$ cat config.mk
export PLATFORM = sky130hd
export DESIGN_NAME = alu_writeback
export DESIGN_NICKNAME = d
export VERILOG_FILES = /design/src/rtl/alu_writeback_pkg.sv /design/src/rtl/alu_writeback_wb_fifo.sv /design/src/rtl/alu_writeback.sv
export SDC_FILE = /design/constraint.sdc
export NUM_CORES = 1
export LEC_CHECK = 0
export BUFFER_PORTS_ARGS = -buffer_cell sky130_fd_sc_hd__buf_2
export CAP_MARGIN = 25
export CORE_MARGIN = 10
export CORE_UTILIZATION = 35
export DETAILED_ROUTE_END_ITERATION = 6
export GPL_TIMING_DRIVEN = 0
export SLEW_MARGIN = 15
export SYNTH_ARGS = -nofsm -noshare
export SYNTH_HDL_FRONTEND = slang
export SYNTH_SLANG_ARGS = --single-unit
$ cat constraint.sdc
create_clock -name clock -period 2.77 [get_ports clock]
set_input_delay 0.277 -clock clock [delete_from_list [all_inputs] [get_ports clock]]
set_output_delay 0.277 -clock clock [all_outputs]
set_load 0.005 [all_outputs]
$ cat src/rtl/alu_writeback_pkg.sv
// Shared ALU control codes and writeback bundle layout for the alu32 writeback stage.
`ifndef ALU_WB_BUNDLE_W
`define ALU_WB_BUNDLE_W 37
`endif

package alu_writeback_pkg;

  typedef enum logic [2:0] {
    ALU_ADD = 3'd2,
    ALU_SUB = 3'd3,
    ALU_AND = 3'd4,
    ALU_OR  = 3'd5,
    ALU_NOR = 3'd6,
    ALU_XOR = 3'd7
  } alu_ctrl_e;

  localparam int unsigned DATA_W   = 32;
  localparam int unsigned ADDR_W   = 5;
  localparam int unsigned BUNDLE_W = `ALU_WB_BUNDLE_W;

  // One stored writeback entry: destination register and value (ADDR_W + DATA_W bits).
  typedef struct packed {
    logic [ADDR_W-1:0] addr;
    logic [DATA_W-1:0] data;
  } wb_entry_t;

  // Only add/subtract results carry a meaningful overflow indication.
  function automatic logic ctrl_has_overflow(input logic [2:0] ctrl);
    return (ctrl == ALU_ADD) || (ctrl == ALU_SUB);
  endfunction

endpackage

$ cat src/rtl/alu_writeback_wb_fifo.sv
// Small synchronous FIFO holding pending register-file writes.
module wb_fifo
  import alu_writeback_pkg::*;
#(
  parameter int unsigned DEPTH = 2,
  parameter int unsigned WIDTH = BUNDLE_W
) (
  input  logic             i_clock,
  input  logic             i_reset_n,
  input  logic             i_push,
  input  logic [WIDTH-1:0] i_push_data,
  input  logic             i_pop,
  output logic             o_full,
  output logic             o_empty,
  output logic [WIDTH-1:0] o_head_data
);

  localparam int unsigned PTR_W = (DEPTH > 1) ? $clog2(DEPTH) : 1;
  localparam int unsigned CNT_W = PTR_W + 1;

  logic [WIDTH-1:0] r_mem [DEPTH];
  logic [PTR_W-1:0] r_wr_ptr;
  logic [PTR_W-1:0] r_rd_ptr;
  logic [CNT_W-1:0] r_count;

  logic w_do_push;
  logic w_do_pop;

  assign o_full      = (r_count == CNT_W'(DEPTH));
  assign o_empty     = (r_count == '0);
  assign w_do_push   = i_push && !o_full;
  assign w_do_pop    = i_pop && !o_empty;
  assign o_head_data = o_empty ? '0 : r_mem[r_rd_ptr];

  // Storage array; contents are don't-care until the matching count makes them visible.
  always_ff @(posedge i_clock) begin
    if (w_do_push) begin
      r_mem[r_wr_ptr] <= i_push_data;
    end
  end

  // Pointers and occupancy; pointers wrap naturally since DEPTH is a power of two.
  always_ff @(posedge i_clock) begin
    if (!i_reset_n) begin
      r_wr_ptr <= '0;
      r_rd_ptr <= '0;
      r_count  <= '0;
    end else begin
      if (w_do_push) r_wr_ptr <= PTR_W'(r_wr_ptr + 1'b1);
      if (w_do_pop)  r_rd_ptr <= PTR_W'(r_rd_ptr + 1'b1);
      case ({w_do_push, w_do_pop})
        2'b10:   r_count <= CNT_W'(r_count + 1'b1);
        2'b01:   r_count <= CNT_W'(r_count - 1'b1);
        default: r_count <= r_count;
      endcase
    end
  end

endmodule

$ cat src/rtl/alu_writeback.sv
// Writeback stage after alu32: buffers results for the register-file port and tracks flags.
module alu_writeback
  import alu_writeback_pkg::*;
#(
  parameter int unsigned DEPTH = 2,
  parameter int unsigned CNT_W = 8
) (
  input  logic             clock,
  input  logic             reset,
  input  logic             in_valid,
  output logic             in_ready,
  input  logic [31:0]      in_data,
  input  logic             in_overflow,
  input  logic             in_zero,
  input  logic             in_negative,
  input  logic [2:0]       in_control,
  input  logic [4:0]       in_dest,
  output logic             wr_valid,
  input  logic             wr_ready,
  output logic [4:0]       wr_addr,
  output logic [31:0]      wr_data,
  output logic             flag_n,
  output logic             flag_z,
  output logic             flag_v,
  output logic             sticky_v,
  output logic [CNT_W-1:0] ov_count,
  input  logic             clear_sticky
);

  logic             w_fifo_full;
  logic             w_fifo_empty;
  logic             w_accept;
  logic             w_push;
  logic             w_pop;
  logic             w_arith;
  logic             w_ov_event;
  wb_entry_t        w_push_entry;
  wb_entry_t        w_head;

  logic             r_flag_n;
  logic             r_flag_z;
  logic             r_flag_v;
  logic             r_sticky_v;
  logic [CNT_W-1:0] r_ov_count;

  // in_ready depends only on occupancy and reset, never on wr_ready.
  assign in_ready     = reset && !w_fifo_full;
  assign w_accept     = in_valid && in_ready;
  assign w_push       = w_accept && (in_dest != '0);
  assign wr_valid     = !w_fifo_empty;
  assign w_pop        = wr_valid && wr_ready;
  assign w_arith      = ctrl_has_overflow(in_control);
  assign w_ov_event   = w_accept && w_arith && in_overflow;
  assign w_push_entry = '{addr: in_dest, data: in_data};
  assign wr_addr      = w_head.addr;
  assign wr_data      = w_head.data;

  assign flag_n   = r_flag_n;
  assign flag_z   = r_flag_z;
  assign flag_v   = r_flag_v;
  assign sticky_v = r_sticky_v;
  assign ov_count = r_ov_count;

  wb_fifo #(
    .DEPTH (DEPTH),
    .WIDTH (BUNDLE_W)
  ) u_fifo (
    .i_clock     (clock),
    .i_reset_n   (reset),
    .i_push      (w_push),
    .i_push_data (w_push_entry),
    .i_pop       (w_pop),
    .o_full      (w_fifo_full),
    .o_empty     (w_fifo_empty),
    .o_head_data (w_head)
  );

  // Architectural N/Z/V follow every accepted bundle, including those aimed at register 0.
  always_ff @(posedge clock) begin
    if (!reset) begin
      r_flag_n <= 1'b0;
      r_flag_z <= 1'b0;
      r_flag_v <= 1'b0;
    end else if (w_accept) begin
      r_flag_n <= in_negative;
      r_flag_z <= in_zero;
      r_flag_v <= w_arith && in_overflow;
    end
  end

  // Sticky overflow and saturating counter; a same-cycle event outranks clear_sticky.
  always_ff @(posedge clock) begin
    if (!reset) begin
      r_sticky_v <= 1'b0;
      r_ov_count <= '0;
    end else begin
      if (w_ov_event)        r_sticky_v <= 1'b1;
      else if (clear_sticky) r_sticky_v <= 1'b0;

      if (clear_sticky) begin
        r_ov_count <= w_ov_event ? CNT_W'(1) : '0;
      end else if (w_ov_event && (r_ov_count != '1)) begin
        r_ov_count <= CNT_W'(r_ov_count + 1'b1);
      end
    end
  end

endmodule

==> out/results.ini <==
[layout]
drive_above_1_share_pct=34.15
final_net_count=414
final_cell_mix=101 x buf_2, 74 x edfxtp_1, 39 x nor2_1
final_common_cell=buf_2
diodes=0
syn_to_final_growth_pct=26.06
fill_cells=954
design_area_um2=4593

[worst_setup_path]
crit_required_ns=2.49
rrSetupSlack_ns=0.55
arrival_ns=2.05
r2r_end=u_fifo.r_mem[1][16]$_DFFE_PP_
reg2reg_from=u_fifo.r_count[0]$_SDFFE_PN0P_
path_class=reg2out
worst-path-max-fanout=10
cp-start-kind=flop
r2r_cells=5
cp-end-kind=output pin

[sta]
drv_slew=0
post-route-period-util_pct=83.94
worst_pin_slew_ns=0.5469
final_hold_viol_count=0
grt_setup_unrepaired=no
relSlewSlack_pct=63.54
setup_viol=0
fmax_mhz=430.1
fin_skew_ns=0.008602
fin_crit_ns=2.325

[drt]
via_count=2385
drt_iter0_drc=107
drc=0
routedWlPerCell_um=15.80
postRouteAntennaNets=0
drt_first_pass_iters=4
totalWireLength_um=7981
viasPerCell=4.723

[min_path]
hold_path.class=in2reg
holdPathStages=1
hold_start=in_data[18]
holdPathEnd=u_fifo.r_mem[1][18]$_DFFE_PP_

[clock_network]
cts_sinks=91
ctsHoldBuffers=0
cts_tree=yes
path_clk_slew_ns=0.09
clkLatencyLatePin_ns=0.35
post_cts_resized=0
cts.htree.levels=3
cts-root-buf=clkbuf_8
clockBufferDepth=2
cts_buffers=9
post_cts_buffers=0

[global_routing]
grt_max_degree=24
grt_pass1_vias=2440
antenna_found_initial=1
grt_pass1_wl_um=12100
grt-ovfl-total=0
grt_usage_pct=10.50

[floorplanning]
die_h_um=122.0
initial_core_util_pct=35.61
row_count=37
die_w_um=122.0
core_area_um2=10230
dieArea_um2=14890
boundaryPins=99

[synthesis]
ys_warn_count=0
seq_area_frac_synth_pct=70.33
synth_fp_nets=304
ys_ff_latch=91
syn_inst=254
synthesis.area_um2=3643
avgSynthCellArea_um2=14.34
yosys.cell_types.count=38

[place]
dpl.hpwl_um=5713
port_buffers=97
gp_congestion=0.7926
placed_area_um2=4354

[power_and_ir_drop]
power_leakage_nw=1.771
p_total_mw=3.651
powerDensity_nw_per_um2=794.8
irDropWorstVdd_mv=0.2513

[job]
maxCapViolCount=0

[status]
status=complete, no violations

[synthesized netlist by cell type (all sizes together)]
cell | instances | area share, %
xnor2 | 2 | 0.48
a21boi | 2 | 0.41
ha | 2 | 0.69
o31ai | 4 | 0.82
and2 | 6 | 1.1
o41ai | 1 | 0.24
and3b | 1 | 0.24
buf | 8 | 1.4
nand4 | 3 | 0.93
nor2b | 3 | 0.52
or3 | 2 | 0.34
xor2 | 1 | 0.24
or4 | 5 | 1.0
a311oi | 1 | 0.24
o311ai | 1 | 0.24
mux2i | 37 | 10
nand3 | 6 | 0.82
nand2b | 2 | 0.55
a211oi | 1 | 0.21
a211o | 1 | 0.24
a21oi | 7 | 0.96
or2 | 1 | 0.17
dfxtp | 17 | 9.3
and3 | 1 | 0.17
edfxtp | 74 | 61
nor2 | 40 | 4.1
inv | 6 | 0.62
nand2 | 4 | 0.41
and4 | 4 | 1.0
clkbuf | 5 | 0.52
nor3 | 1 | 0.14
o21ai | 5 | 0.69
[routing by layer]
layer  global-route usage, %  routed length (um)  vias up  part of all wire (%)
met3                   3.423                 603       10                   7.6
met1                   12.22                3464     1135                    43
met2                   17.09                3787       74                    47
met5                       0                  20        -                  0.25
li1                        -                   -     1164                     -
met4                   5.142                 104        2                   1.3
[power by group]
part / switching, mW / total [mW] / internal (mW) / leakage (nW)
logic: 0.551 / 0.982 / 0.431 / 0.835
clock network: 0.455 / 1.06 / 0.603 / 0.119
registers: 0.0348 / 1.61 / 1.58 / 0.817
[flip-flops by register name, summed over array words and instances (netlist names), named ones only]
register / cells
u_fifo.r_count: 2
flag_v: 1
u_fifo.r_rd_ptr: 1
ov_count: 8
flag_z: 1
u_fifo.r_wr_ptr: 1
u_fifo.r_mem: 74
flag_n: 1
sticky_v: 1
[critical path: stages (launching register included)]
cell      delay [ns]
dfxtp_1         0.36
nor2_1          0.16
clkbuf_1        0.45
buf_1           0.44
nor2_1          0.12
buf_2           0.16
[kinds of logic (layout without fill, tap and decap cells)]
family,Yosys count,count (layout),synth area share [%]
AOI/OAI and AO/OA,23,23,4.052
adders and majority gates,2,2,0.6867
xor gates and xnor gates,3,3,0.7213
buffers and inverters,19,134,2.507
and+or+nand+nor,79,79,11.54
DFF,91,91,70.33
muxes,37,37,10.16
[through the flow]
stage | setup slack [ns] | TNS (ns) | utilization, % | hold WS (ns) | instances
2_1_floorplan | 0.3410 | 0 | - | 0.3759 | 254
3_3_place_gp | -0.4440 | -18.99 | 42.04 | 0.4294 | 487
3_5_place_dp | 0.5056 | 0 | 42.56 | 0.4425 | 489
4_1_cts | 0.3271 | 0 | 44.89 | 0.08441 | 505
5_1_grt | 0.2498 | 0 | 44.89 | 0.08855 | 505
6_report | 0.4450 | 0 | 44.89 | 0.1077 | 505
[area by class of cell]
| cell class | count | area (um^2) | share of cell area, % |
|---|---|---|---|
| Buffer | 13 | 68.82 | 1.498 |
| Clock buffer | 10 | 127.6 | 2.779 |
| Clock inverter | 6 | 111.4 | 2.424 |
| Inverter | 6 | 22.52 | 0.4903 |
| Multi-Input combinational cell | 144 | 997.2 | 21.71 |
| Sequential cell | 91 | 2562 | 55.79 |
| Tap cell | 136 | 170.2 | 3.705 |
| Timing Repair Buffer | 99 | 533.0 | 11.60 |
[worst max-delay path by stage]
stage | from | to | slack, ns | cells after the start
2_1_floorplan | u_fifo.r_count[0]$_SDFFE_PN0P_ | u_fifo.r_mem[1][0]$_DFFE_PP_ | 0.34 | 4
3_3_place_gp | u_fifo.r_count[0]$_SDFFE_PN0P_ | u_fifo.r_mem[1][18]$_DFFE_PP_ | -0.44 | 4
3_5_place_dp | u_fifo.r_count[0]$_SDFFE_PN0P_ | u_fifo.r_mem[1][21]$_DFFE_PP_ | 0.51 | 5
4_1_cts | u_fifo.r_count[1]$_SDFFE_PN0P_ | wr_data[11] | 0.33 | 5
5_1_grt | u_fifo.r_count[1]$_SDFFE_PN0P_ | wr_data[11] | 0.25 | 5
6_report | u_fifo.r_count[1]$_SDFFE_PN0P_ | wr_data[11] | 0.44 | 5
No activity file was read; power rests on OpenSTA's default activity.
